[src/rtl/screen_ctrl.sv]
// Screen sequencer (START/GAME/END) with frame-aligned transitions and a registered pixel mux.
// Pixel latency is 1 clock. Requests are latched and committed only on frame_start. There is no backpressure.
module screen_ctrl #(
    parameter int BLINK_FRAMES = 30,
    parameter int END_FRAMES   = 600
) (
    input  logic        clk,
    input  logic        rst,
    input  logic        frame_start,
    input  logic        video_on,
    input  logic        btn_start,
    input  logic        game_over,
    input  logic [11:0] start_rgb,
    input  logic [11:0] game_rgb,
    input  logic [11:0] end_rgb,
    output logic [3:0]  r,
    output logic [3:0]  g,
    output logic [3:0]  b,
    output logic [1:0]  screen,
    output logic        game_clr
);

    typedef enum logic [1:0] {
        ST_START = 2'd0,
        ST_GAME  = 2'd1,
        ST_END   = 2'd2
    } state_t;

    localparam logic [7:0] BLINK_LAST = 8'(BLINK_FRAMES - 1);
    localparam logic [9:0] END_LAST   = 10'(END_FRAMES - 1);

    state_t      state;
    state_t      next_state;
    logic        pend;
    logic        blink_hidden;
    logic [7:0]  blink_cnt;
    logic [9:0]  end_cnt;
    logic        req;
    logic        commit;
    logic [11:0] pix;

    always_comb begin
        req        = 1'b0;
        next_state = ST_START;
        pix        = 12'h000;
        case (state)
            ST_START: begin
                req        = btn_start;
                next_state = ST_GAME;
                pix        = blink_hidden ? 12'h000 : start_rgb;
            end
            ST_GAME: begin
                req        = game_over;
                next_state = ST_END;
                pix        = game_rgb;
            end
            ST_END: begin
                req        = btn_start | (frame_start & (end_cnt == END_LAST));
                next_state = ST_START;
                pix        = end_rgb;
            end
            default: begin
                req        = 1'b0;
                next_state = ST_START;
                pix        = 12'h000;
            end
        endcase
    end

    // A request raised on a frame_start cycle commits immediately.
    assign commit = frame_start & (pend | req);
    assign screen = state;

    always_ff @(posedge clk) begin
        if (rst) begin
            state        <= ST_START;
            pend         <= 1'b0;
            blink_hidden <= 1'b0;
            blink_cnt    <= 8'd0;
            end_cnt      <= 10'd0;
            game_clr     <= 1'b0;
            {r, g, b}    <= 12'h000;
        end else begin
            game_clr  <= 1'b0;
            {r, g, b} <= video_on ? pix : 12'h000;
            if (commit) begin
                state <= next_state;
                pend  <= 1'b0;
                case (next_state)
                    ST_GAME:  game_clr <= 1'b1;
                    ST_END:   end_cnt  <= 10'd0;
                    default: begin
                        blink_cnt    <= 8'd0;
                        blink_hidden <= 1'b0;
                    end
                endcase
            end else begin
                pend <= pend | req;
                if (frame_start && state == ST_START) begin
                    if (blink_cnt == BLINK_LAST) begin
                        blink_cnt    <= 8'd0;
                        blink_hidden <= ~blink_hidden;
                    end else begin
                        blink_cnt <= blink_cnt + 8'd1;
                    end
                end
                if (frame_start && state == ST_END && end_cnt != END_LAST)
                    end_cnt <= end_cnt + 10'd1;
            end
        end
    end

endmodule

[config.mk]
export PLATFORM = sky130hd
export DESIGN_NAME = screen_ctrl
export DESIGN_NICKNAME = d
export VERILOG_FILES = /design/src/rtl/screen_ctrl.sv
export SDC_FILE = /design/constraint.sdc
export NUM_CORES = 1
export LEC_CHECK = 0
export CORE_MARGIN = 3
export CORE_UTILIZATION = 49
export DETAILED_ROUTE_END_ITERATION = 8
export PLACE_DENSITY = 0.95
export SLEW_MARGIN = 20
export SYNTH_ARGS = -nofsm -noshare
export SYNTH_HDL_FRONTEND = slang
export SYNTH_SLANG_ARGS = --single-unit
export TNS_END_PERCENT = 30
[constraint.sdc]
create_clock -name clk -period 5.3 [get_ports clk]
set_input_delay 0.795 -clock clk [delete_from_list [all_inputs] [get_ports clk]]
set_output_delay 0.795 -clock clk [all_outputs]
set_load 0.005 [all_outputs]
==> flow_summary_export.csv <==
group,metric,value,unit
worst_setup_path,rr_endpoint,"screen[1]",
timing,maxSlewHeadroom,34.0,%
die,core-area,3420,um^2
worst_setup_path,worst-path-stages,5,
routing,vias_per_cell,5.66,
clock_network,cts.path.max_buffers,2,
global_routing,antenna_found_initial,0,
placement,place_area,2350,um^2
power,p_per_area,225,nW/um^2
global_routing,grt_usage,22.3,%
outcome,status,"completed",
worst_setup_path,ff2ff_setup_slack,2.41,ns
die,chipWidth,66.5,um
power,ir_drop,0.174,mV
power,seqPwrFrac,51.5,%
clock_network,cts-buffers-inserted,5,
global_routing,overflow,0,
clock_network,cts_resized,0,
routing,drtPass1Iterations,4,
synth,yosys_warnings,0,
worst_setup_path,max_stage_delay,0.83,ns
routing,routed_wl,4720,um
layout,fillers,265,
routing,drtIter0Drc,155,
clock_network,root_buffer,"clkbuf_4",
worst_setup_path,reg2reg_depth,5,
placement,dpl.hpwl,3440,um
layout,num_antenna_cells,0,
layout,multi_input_comb_area,986,um^2
timing,drv_slew,0,
worst_setup_path,startpoint_type,"flop",
min_path,hold_path_startpoint,"end_cnt[9]",
timing,fmax,346,MHz
power,clkPwrFrac,27.1,%
clock_network,htree_levels,2,
clock_network,holdBufCountCts,0,
power,power.internal,387,uW
die,rows,21,
global_routing,grt_pass1_vias,1691,
timing,final.setup.tns,0,ns
worst_setup_path,worst_setup_path_end_kind,"flop",
clock_network,clock-sinks,35,
worst_setup_path,crit_path_max_fanout,21,
layout,regArea,701,um^2
global_routing,grt_max_degree,28,
clock_network,insertion_delay,0.35,ns
worst_setup_path,arrival,3.15,ns
timing,clock-skew-final,0.0152,ns
worst_setup_path,rr_startpoint,"screen[1]",
synth,seq_area_frac_synth,39.1,%
min_path,hold_path_end,"end_cnt[9]",
routing,vias,1799,
power,sw_frac_of_total,28.6,%
synth,syn_area,1790,um^2
layout,layout.nets,316,
power,netSwitchingPower,155,uW
routing,drc,0,
clock_network,cts_tree,"yes",
timing,period_needed,2.89,ns
placement,io_buffer_count,56,
placement,gp_congestion,0.837,
synth,syn_area_per_cell,8.11,um^2
power,power,542,uW
timing,hold_ws,0.490,ns
worst_setup_path,critPathBufInv,0,
worst_setup_path,path_cells,"nor2b_1, nor4b_2, o21ai_1, a21o_1, and2_1",
timing,setup_viol,0,
die,die_y,66.5,um
layout,area_delta_synth_final,34.4,%
power,p_leak,0.000850,uW
synth,ys_types,45,
min_path,hp-class,"reg2reg",
timing,tightest_slew,0.986,ns
flow_run,drv_cap,0,
synth,ys_ff_latch,35,
routing,wl_per_cell,14.8,um
timing,rsz0062_at_grt,"no",
global_routing,grt_first_pass_wirelength,7570,um
synth,synthCells,221,
die,ios,57,
worst_setup_path,cp_slowest_cell,"nor2b_1",
worst_setup_path,critical_path.top_delay_family,"simple AND/OR/NAND/NOR gates",
power,p_comb_share,21.4,%
layout,design_area,2410,um^2
timing,hold_viol_final,0,
min_path,min_path_cells,1,
timing,fin_crit_sh,54.5,%
layout,drive_gt1_share,5.15,%
die,die_area,4420,um^2
worst_setup_path,critical_path_class,"reg2reg",
routing,ant_nets,0,
clock_network,clk_pin_slew,0.12,ns
worst_setup_path,cp.required,5.56,ns
synth,syn-num-nets,266,
clock_network,cts_setup_buffers,0,
die,initial_utilization,52.5,%
## how the worst max path moves through the flow
stage,from,endpoint,slack [ns]
after floorplan,game_over,blink_cnt[2],3.07
after global placement,frame_start,end_cnt[9],2.41
after detailed placement,game_over,blink_cnt[4],2.37
after CTS,screen[1],screen[1],2.43
after global routing,screen[1],end_cnt[4],2.13
final,screen[1],screen[1],2.41
## cell usage in the layout, fill, tap and decap left out, types with 5 or more instances in the layout
cell type	instances
a211oi_1	5
a21oi_1	23
a22oi_1	13
clkbuf_4	5
clkdlybuf4s50_1	56
dfxtp_1	35
inv_1	11
nand2_1	9
nand3_1	13
nor2_1	32
o32ai_1	6
or3_1	7
## through the flow
stage	setup WS (ns)	instances	utilization, %
6_report	2.41	318	70.5
3_5_place_dp	2.37	310	68.9
2_1_floorplan	3.07	221	-
3_3_place_gp	2.41	310	68.9
5_1_grt	2.13	318	70.5
4_1_cts	2.43	318	70.5
## routing by layer
layer	wire length, um	share of wire, %	global-route usage, %	vias to the layer above
met5	0	0	0	-
met4	83	1.8	9.64	0
met3	147	3.1	5.56	7
met2	2370	50	36.8	32
met1	2110	45	27.2	853
li1	-	-	-	907
## flip-flops by register name (all words and copies together), names as in the netlist
| name | cells |
|---|---|
| end_cnt | 10 |
| blink_cnt | 8 |
| b | 4 |
| g | 4 |
| r | 4 |
| screen | 2 |
| blink_hidden | 1 |
| game_clr | 1 |
| pend | 1 |
## area by class of cell
| class | instances | area share, % |
|---|---|---|
| tap | 46 | 2.39 |
| multi-input combinational | 161 | 41.0 |
| inverter | 11 | 1.72 |
| sequential | 35 | 29.1 |
| timing repair buffer | 57 | 23.6 |
| clock buffer | 6 | 1.72 |
| clock inverter | 2 | 0.520 |
## power groups by stage
| stage | logic (uW) | registers, uW | clock network, uW |
|---|---|---|---|
| 4_1_cts | 116 | 279 | 151 |
| 6_report | 116 | 279 | 147 |
| 2_1_floorplan | 58.4 | 283 | 0 |
| 5_1_grt | 127 | 280 | 167 |
| 3_3_place_gp | 111 | 284 | 0 |
| 3_5_place_dp | 115 | 285 | 0 |
## synthesized netlist by cell type (all sizes together)
cell type / n / area share [%]
a211oi: 5 / 2.1
a21boi: 4 / 1.7
a21o: 1 / 0.42
a21oi: 24 / 6.9
a22oi: 13 / 5.4
a311oi: 1 / 0.84
a31o: 1 / 0.49
a31oi: 2 / 0.70
a41oi: 2 / 0.98
and2: 2 / 0.70
and3: 4 / 1.4
and3b: 1 / 0.49
and4: 1 / 0.49
buf: 4 / 1.5
clkbuf: 10 / 2.1
dfxtp: 35 / 39
ha: 3 / 2.1
inv: 11 / 2.3
mux2i: 2 / 1.1
nand2: 9 / 1.9
nand2b: 2 / 0.70
nand3: 13 / 3.6
nand3b: 2 / 0.84
nand4: 1 / 0.35
nand4b: 1 / 0.49
nor2: 32 / 6.7
nor2b: 4 / 1.4
nor3: 3 / 0.84
nor3b: 1 / 0.42
nor4: 2 / 0.70
nor4b: 2 / 1.3
o2111a: 1 / 0.63
o211ai: 2 / 1.1
o21a: 1 / 0.42
o21ai: 3 / 0.84
o2bb2ai: 1 / 0.49
o32ai: 6 / 2.9
or3: 8 / 3.1
or4: 1 / 0.42
## logic make-up (layout without fill, tap and decap cells)
| logic type | count (synthesis) | after routing | synth area share [%] |
|---|---|---|---|
| compound gates | 67 | 67 | 26.0 |
| buf+inv | 25 | 76 | 5.87 |
| mux | 2 | 2 | 1.12 |
| simple gates | 89 | 89 | 25.8 |
| fa+ha+maj | 3 | 3 | 2.10 |
| flops | 35 | 35 | 39.1 |
Note: power is estimated with default switching activity, not from simulation.
